==> src/rtl/instr_mem_pkg.sv <==
// Shared definitions for the instruction-store loader and any memory model that reads it back.
// Byte lanes are big-endian: lane 0 is word bits [31:24].
package instr_mem_pkg;

    localparam int MEM_BYTES_DEF = 64;
    localparam int WORD_W        = 32;

    typedef enum logic [2:0] {
        LD_IDLE,
        LD_ACCEPT,
        LD_WRITE,
        LD_DONE,
        LD_OVF
    } ld_state_t;

    function automatic logic [7:0] byte_lane(input logic [WORD_W-1:0] word, input logic [1:0] idx);
        logic [7:0] lane;
        case (idx)
            2'd0:    lane = word[31:24];
            2'd1:    lane = word[23:16];
            2'd2:    lane = word[15:8];
            default: lane = word[7:0];
        endcase
        return lane;
    endfunction

endpackage

==> src/rtl/instr_mem_loader_if.sv <==
// Word stream into the loader (valid/ready) and the byte write port out of it.
// The write port has no backpressure: the store accepts one byte per cycle.
interface word_stream_if;
    import instr_mem_pkg::*;

    logic              valid;
    logic              ready;
    logic [WORD_W-1:0] word;
    logic              last;

    modport master(output valid, word, last, input ready);
    modport slave(input valid, word, last, output ready);
endinterface

interface byte_wr_if #(parameter int ADDR_W = 6);
    logic              we;
    logic [ADDR_W-1:0] addr;
    logic [7:0]        data;

    modport master(output we, addr, data);
    modport slave(input we, addr, data);
endinterface

==> src/rtl/word_byte_serializer.sv <==
// Holds the accepted word and steps through its four byte lanes, MSB lane first.
// Output byte is decoded from registers only; load wins over advance.
module word_byte_serializer
    import instr_mem_pkg::*;
(
    input  logic              clk,
    input  logic              reset,
    input  logic              load,
    input  logic              advance,
    input  logic [WORD_W-1:0] word,
    output logic [7:0]        mem_data,
    output logic [1:0]        byte_idx,
    output logic              last_byte
);

    logic [WORD_W-1:0] word_q;
    logic [1:0]        idx_q;

    always_ff @(posedge clk) begin
        if (reset) begin
            word_q <= '0;
            idx_q  <= '0;
        end else if (load) begin
            word_q <= word;
            idx_q  <= '0;
        end else if (advance) begin
            idx_q  <= idx_q + 2'd1;
        end
    end

    assign mem_data  = byte_lane(word_q, idx_q);
    assign byte_idx  = idx_q;
    assign last_byte = (idx_q == 2'd3);

endmodule

==> src/rtl/instr_mem_loader.sv <==
// Loads a program into the byte-addressed instruction store: one word in, four byte writes out.
// First byte write 1 cycle after the handshake; one word per 5 cycles; in_ready low while writing.
module instr_mem_loader
    import instr_mem_pkg::*;
#(
    parameter int MEM_BYTES = MEM_BYTES_DEF,
    parameter int ADDR_W    = $clog2(MEM_BYTES)
) (
    input  logic              clk,
    input  logic              reset,
    input  logic              start,
    word_stream_if.slave      in_stream,
    byte_wr_if.master         mem_port,
    output logic              busy,
    output logic              done,
    output logic              overflow,
    output logic [ADDR_W-2:0] word_count
);

    localparam int                WORDS     = MEM_BYTES / 4;
    localparam logic [ADDR_W-1:0] ADDR_STEP = ADDR_W'(4);
    localparam logic [ADDR_W-2:0] WC_ONE    = (ADDR_W-1)'(1);

    ld_state_t         state;
    logic [ADDR_W-1:0] base;
    logic              last_q;
    logic              ready_q;
    logic              we_q;
    logic              accept;
    logic [1:0]        byte_idx;
    logic              last_byte;
    logic [7:0]        byte_dat;
    logic [ADDR_W-2:0] wc_next;

    assign accept  = (state == LD_ACCEPT) && in_stream.valid;
    assign wc_next = word_count + WC_ONE;

    word_byte_serializer u_ser (
        .clk       (clk),
        .reset     (reset),
        .load      (accept),
        .advance   (state == LD_WRITE),
        .word      (in_stream.word),
        .mem_data  (byte_dat),
        .byte_idx  (byte_idx),
        .last_byte (last_byte)
    );

    always_ff @(posedge clk) begin
        if (reset) begin
            state      <= LD_IDLE;
            base       <= '0;
            last_q     <= 1'b0;
            ready_q    <= 1'b0;
            we_q       <= 1'b0;
            busy       <= 1'b0;
            done       <= 1'b0;
            overflow   <= 1'b0;
            word_count <= '0;
        end else begin
            case (state)
                LD_IDLE, LD_DONE, LD_OVF: begin
                    if (start) begin
                        state      <= LD_ACCEPT;
                        ready_q    <= 1'b1;
                        busy       <= 1'b1;
                        done       <= 1'b0;
                        overflow   <= 1'b0;
                        base       <= '0;
                        word_count <= '0;
                    end
                end
                LD_ACCEPT: begin
                    if (accept) begin
                        state   <= LD_WRITE;
                        ready_q <= 1'b0;
                        we_q    <= 1'b1;
                        last_q  <= in_stream.last;
                    end
                end
                LD_WRITE: begin
                    if (last_byte) begin
                        we_q       <= 1'b0;
                        word_count <= wc_next;
                        base       <= base + ADDR_STEP;
                        // base wraps at power-of-two sizes, so fullness is judged by word count
                        if (last_q) begin
                            state <= LD_DONE;
                            busy  <= 1'b0;
                            done  <= 1'b1;
                        end else if (int'(wc_next) == WORDS) begin
                            state    <= LD_OVF;
                            busy     <= 1'b0;
                            overflow <= 1'b1;
                        end else begin
                            state   <= LD_ACCEPT;
                            ready_q <= 1'b1;
                        end
                    end
                end
                default: state <= LD_IDLE;
            endcase
        end
    end

    assign in_stream.ready = ready_q;
    assign mem_port.we     = we_q;
    assign mem_port.addr   = base + ADDR_W'(byte_idx);
    assign mem_port.data   = byte_dat;

endmodule

==> src/flat_wrapper.sv <==
// flat-port wrapper written by rule: the top's interface ports become plain ports
module instr_mem_loader_flat import instr_mem_pkg::*;
#(
    parameter int MEM_BYTES = MEM_BYTES_DEF,
    parameter int ADDR_W    = $clog2(MEM_BYTES)
)
  (clk, reset, start, busy, done, overflow, word_count, in_stream_valid, in_stream_word, in_stream_last, in_stream_ready, mem_port_we, mem_port_addr, mem_port_data);
  word_stream_if in_stream_i ();
  byte_wr_if #(.ADDR_W(ADDR_W)) mem_port_i ();
  input  logic clk;
  input  logic reset;
  input  logic start;
  output logic busy;
  output logic done;
  output logic overflow;
  output logic [ADDR_W-2:0] word_count;
  input wire logic [$bits(in_stream_i.valid)-1:0] in_stream_valid;
  input wire logic [$bits(in_stream_i.word)-1:0] in_stream_word;
  input wire logic [$bits(in_stream_i.last)-1:0] in_stream_last;
  output wire logic [$bits(in_stream_i.ready)-1:0] in_stream_ready;
  output wire logic [$bits(mem_port_i.we)-1:0] mem_port_we;
  output wire logic [$bits(mem_port_i.addr)-1:0] mem_port_addr;
  output wire logic [$bits(mem_port_i.data)-1:0] mem_port_data;
  assign in_stream_i.valid = in_stream_valid;
  assign in_stream_i.word = in_stream_word;
  assign in_stream_i.last = in_stream_last;
  assign in_stream_ready = in_stream_i.ready;
  assign mem_port_we = mem_port_i.we;
  assign mem_port_addr = mem_port_i.addr;
  assign mem_port_data = mem_port_i.data;
  instr_mem_loader #(.MEM_BYTES(MEM_BYTES), .ADDR_W(ADDR_W)) u_core (.clk(clk), .reset(reset), .start(start), .in_stream(in_stream_i), .mem_port(mem_port_i), .busy(busy), .done(done), .overflow(overflow), .word_count(word_count));
endmodule
==> config.mk <==
export PLATFORM = sky130hd
export DESIGN_NAME = instr_mem_loader_flat
export DESIGN_NICKNAME = d
export VERILOG_FILES = /design/src/rtl/instr_mem_pkg.sv /design/src/rtl/instr_mem_loader_if.sv /design/src/rtl/word_byte_serializer.sv /design/src/rtl/instr_mem_loader.sv /design/src/flat_wrapper.sv
export SDC_FILE = /design/constraint.sdc
export NUM_CORES = 1
export LEC_CHECK = 0
export ABC_AREA = 1
export BUFFER_PORTS_ARGS = -buffer_cell sky130_fd_sc_hd__buf_4
export CORE_MARGIN = 2
export CORE_UTILIZATION = 45
export CTS_CLUSTER_DIAMETER = 30
export DETAILED_ROUTE_END_ITERATION = 10
export HOLD_SLACK_MARGIN = 0.1
export PLACE_DENSITY = 0.79
export SYNTH_ARGS = -nofsm -noshare
export SYNTH_HDL_FRONTEND = slang
export SYNTH_HIERARCHICAL = 1
export SYNTH_SLANG_ARGS = --single-unit
==> constraint.sdc <==
create_clock -name clk -period 1.6 [get_ports clk]
set_clock_uncertainty 0.15 [all_clocks]
set_input_delay 0.24 -clock clk [delete_from_list [all_inputs] [get_ports clk]]
set_output_delay 0.24 -clock clk [all_outputs]
set_load 0.02 [all_outputs]
==> results.json <==
{
  "cts_tree": "done",
  "final-hold-violation-count": 0,
  "run_status": "complete, but fails checks",
  "p_seq_share_pct": 31.1,
  "buffer_ports.inserted": 60,
  "leakagePower_nw": 1.83,
  "share_of_layout_cells_above_drive_strength_1_pct": 41.6,
  "synth.top_cell.area_share_pct": 41.0,
  "core.rowCount": 27,
  "final.hold.worst_slack_ps": 328,
  "ctsLongestPathBuffers": 2,
  "overall_global_routing_resource_usage_pct": 22.3,
  "cts.root.buffer_cell": "sky130_fd_sc_hd__clkbuf_8",
  "y_dimension_of_the_die_um": 79.1,
  "critPathKind": "reg2out",
  "drc_errors": 0,
  "netlist-cell-type-count": 35,
  "cts_buffers": 5,
  "die-area_um2": 6260,
  "clock_power_share_pct": 12.4,
  "yosysWarnings": 6,
  "chipWidth_um": 79.1,
  "via_count_of_the_first_global_routing_pass": 2470,
  "total_power_mw": 6.21,
  "peakVddDrop_mv": 1.75,
  "wire_length_of_the_first_global_routing_pass_mm": 11.1,
  "finalWeightedCongestion": 0.867,
  "arrival_ps": 1450,
  "final.setup.worst_slack_ps": -236,
  "drtAntennaViolNets": 0,
  "clk_latency_ps": 300,
  "clk_transition_reported_paths_ps": 90,
  "synth_top_cell_by_area": "sky130_fd_sc_hd__dfxtp_1",
  "hold_path_class": "reg2reg",
  "syn-num-nets": 401,
  "drt-pass1-iter-count": 4,
  "cts.sink_count": 52,
  "worst-slew-pin-transition_ps": 399,
  "nNetsFinal": 514,
  "synth.cell_area_um2": 2540,
  "max_stage_delay_ps": 400,
  "route.detailed.vias_per_inst": 5.17,
  "critical_path.top_delay_family": "flip-flops",
  "path_depth": 7,
  "route.final.wire_length_mm": 8.13,
  "postSynthRegisterBits": 52,
  "finalMaxSlewViolations": 0,
  "clock_tree.htree_level_count": 2,
  "timing.hold.worst_path_depth": 2,
  "routed-via-count": 2808,
  "dpl_cell_area_um2": 3080,
  "pre_cts_slack_ps": -30.9,
  "endpoint_kind": "output pin",
  "syn_to_final_growth_pct": 60.1,
  "detailed_place_hpwl_mm": 4.18,
  "numPlacedInstances": 481,
  "synth.top_cells.by_area": "sky130_fd_sc_hd__dfxtp_1 41%, sky130_fd_sc_hd__nor2_1 15%, sky130_fd_sc_hd__nand2_1 9.5%",
  "insertedDiodeCount": 0,
  "final_core_utilization_pct": 74.3,
  "globalRouteOverflowTotal": 0,
  "timing.max_cap.violations": 0,
  "syn-instance-count": 357,
  "fin_crit_ps": 1840,
  "stdcell_area_um2": 4070,
  "setup-violations-final": 21,
  "crit_required_ps": 1210,
  "p_int_mw": 3.54,
  "design.core.area_um2": 5470,
  "cell_chain_critical_path": "buf_6 > ha_4 > nand2_2 > nand2_2 > nor2_4 > nor2_2 > buf_6",
  "cpMaxStageDelayCell": "sky130_fd_sc_hd__dfxtp_4",
  "p_switching_mw": 2.67,
  "violations": "negative setup slack",
  "layoutNonFillerInstCount": 543,
  "max_freq_mhz": 545,
  "critical_path.max_fanout": 8,
  "antenna_found_initial": 0,
  "power_density_nw_per_um2": 1530,
  "largest_net_degree_at_the_start_of_global_routing": 33,
  "setup_repair_after_global_routing_missed_its_margin": "yes",
  "final.period_utilization_pct": 115,
  "floorplan.initialDensity_pct": 46.4,
  "ios": 61,
  "detail_route.wl_per_cell_um": 15.0,
  "r2r.worst_path.cells": 10,
  "synth_seq_area_share_pct": 41.0,
  "synthesized_area_divided_by_synthesized_cell_count_um2": 7.11,
  "totalNegativeSetupSlack_ps": -2470,
  "power_switching_share_pct": 43.0,
  "crit_buf_inv": 2,
  "comb_power_share_pct": 56.5,
  "drt_iter0_drc": 223,
  "relSlewSlack_pct": 73.4,
  "startpoint_type": "flip-flop"
}
-- power groups by stage --
| stage | Clock [mW] | Sequential, mW | Combinational (mW) |
|---|---|---|---|
| final | 0.772 | 1.93 | 3.51 |
| after detailed placement | 0 | 1.87 | 2.38 |
| after global placement | 0 | 1.86 | 2.34 |
| after global routing | 0.838 | 1.96 | 3.75 |
| after CTS | 0.784 | 1.88 | 2.72 |
| after floorplan | 0 | 1.95 | 1.58 |
-- tightest hold or removal path, cell delays in order, from the launching register on --
cell and delay, ps:
sky130_fd_sc_hd__dfxtp_1 320, sky130_fd_sc_hd__inv_1 70, sky130_fd_sc_hd__a21oi_2 50
-- path summary, 6_finish.rpt --
kind / endpoint / slack, ps / start
setup / recovery: mem_port_data[6] / -240 / u_core/u_ser/byte_idx[0]
hold / removal: u_core/done / 330 / u_core/done
setup reg to reg: u_core/word_count[3] / -170 / u_core/u_ser/byte_idx[1]
hold reg to reg: u_core/done / 330 / u_core/done
-- cells by family after synthesis --
family | Yosys count | synth area share [%]
flip-flops | 52 | 41.0
buffers and inverters | 42 | 8.82
adder cells (fa/ha/maj) | 7 | 3.45
AND/OR/NAND/NOR | 198 | 33.3
XOR/XNOR | 3 | 1.03
AO/OA/AOI/OAI | 55 | 12.4
-- final cells by class --
class | instances | area (um^2)
multi-input combinational | 264 | 1580
fill | 361 | 1410
clock buffer | 8 | 90.1
tap | 72 | 90.1
sequential | 52 | 1060
timing repair buffer | 123 | 1120
inverter | 24 | 125
-- repair_timing --
| item | CTS | global route |
|---|---|---|
| hold buffers | 34 | 0 |
| setup buffers | 2 | 16 |
| resized for setup | 63 | 51 |
| setup endpoints to repair | 38 | 57 |
| hold endpoints to repair | 39 | 0 |
| pin swaps | 23 | 17 |
| cloned | 1 | 1 |
-- layout by cell type (no fill, tap or decap), types with 3 or more instances in the layout --
cell type,n
sky130_fd_sc_hd__clkbuf_8,6
sky130_fd_sc_hd__o21ai_0,22
sky130_fd_sc_hd__inv_4,5
sky130_fd_sc_hd__o21ai_2,3
sky130_fd_sc_hd__dfxtp_4,4
sky130_fd_sc_hd__dlygate4sd3_1,34
sky130_fd_sc_hd__buf_12,3
sky130_fd_sc_hd__dfxtp_1,46
sky130_fd_sc_hd__a21oi_1,4
sky130_fd_sc_hd__buf_4,70
sky130_fd_sc_hd__o21ai_1,15
sky130_fd_sc_hd__nand2_4,4
sky130_fd_sc_hd__nand3_2,4
sky130_fd_sc_hd__nand4_1,3
sky130_fd_sc_hd__buf_6,15
sky130_fd_sc_hd__nand2_2,13
sky130_fd_sc_hd__nand3_1,5
sky130_fd_sc_hd__a21oi_2,5
sky130_fd_sc_hd__ha_4,5
sky130_fd_sc_hd__inv_2,4
sky130_fd_sc_hd__nand2_8,4
sky130_fd_sc_hd__nand2_1,50
sky130_fd_sc_hd__nor2_4,6
sky130_fd_sc_hd__inv_1,12
sky130_fd_sc_hd__nor2_2,32
sky130_fd_sc_hd__nor2_1,75
-- Yosys cell counts (all sizes together) --
cell type	instances
a211oi	2
a21boi	1
a21oi	10
a31o	1
a31oi	1
buf	12
clkbuf	6
dfxtp	52
ha	7
inv	24
nand2	70
nand3	10
nand4	3
nor2	113
nor3	2
o21ai	40
xnor2	1
xor2	2
-- sequential cells by signal, summed over array words and instances (netlist names) --
register / cells
u_core/word_count: 5
u_core/overflow: 1
u_core/u_ser/word_q: 32
u_core/state: 3
u_core/u_ser/byte_idx: 2
u_core/busy: 1
u_core/done: 1
u_core/mem_port.we: 1
u_core/base: 4
u_core/last_q: 1
u_core/in_stream.ready: 1
-- metal layers --
| layer | global-route usage (%) | share of wire (%) | vias up |
|---|---|---|---|
| li1 | - | - | 1351 |
| met1 | 28.6 | 41 | 1333 |
| met2 | 38.1 | 52 | 103 |
| met3 | 3.98 | 5.0 | 21 |
| met4 | 7.41 | 2.2 | 0 |
| met5 | 0 | 0 | - |
(Power assumes the default switching activity.)
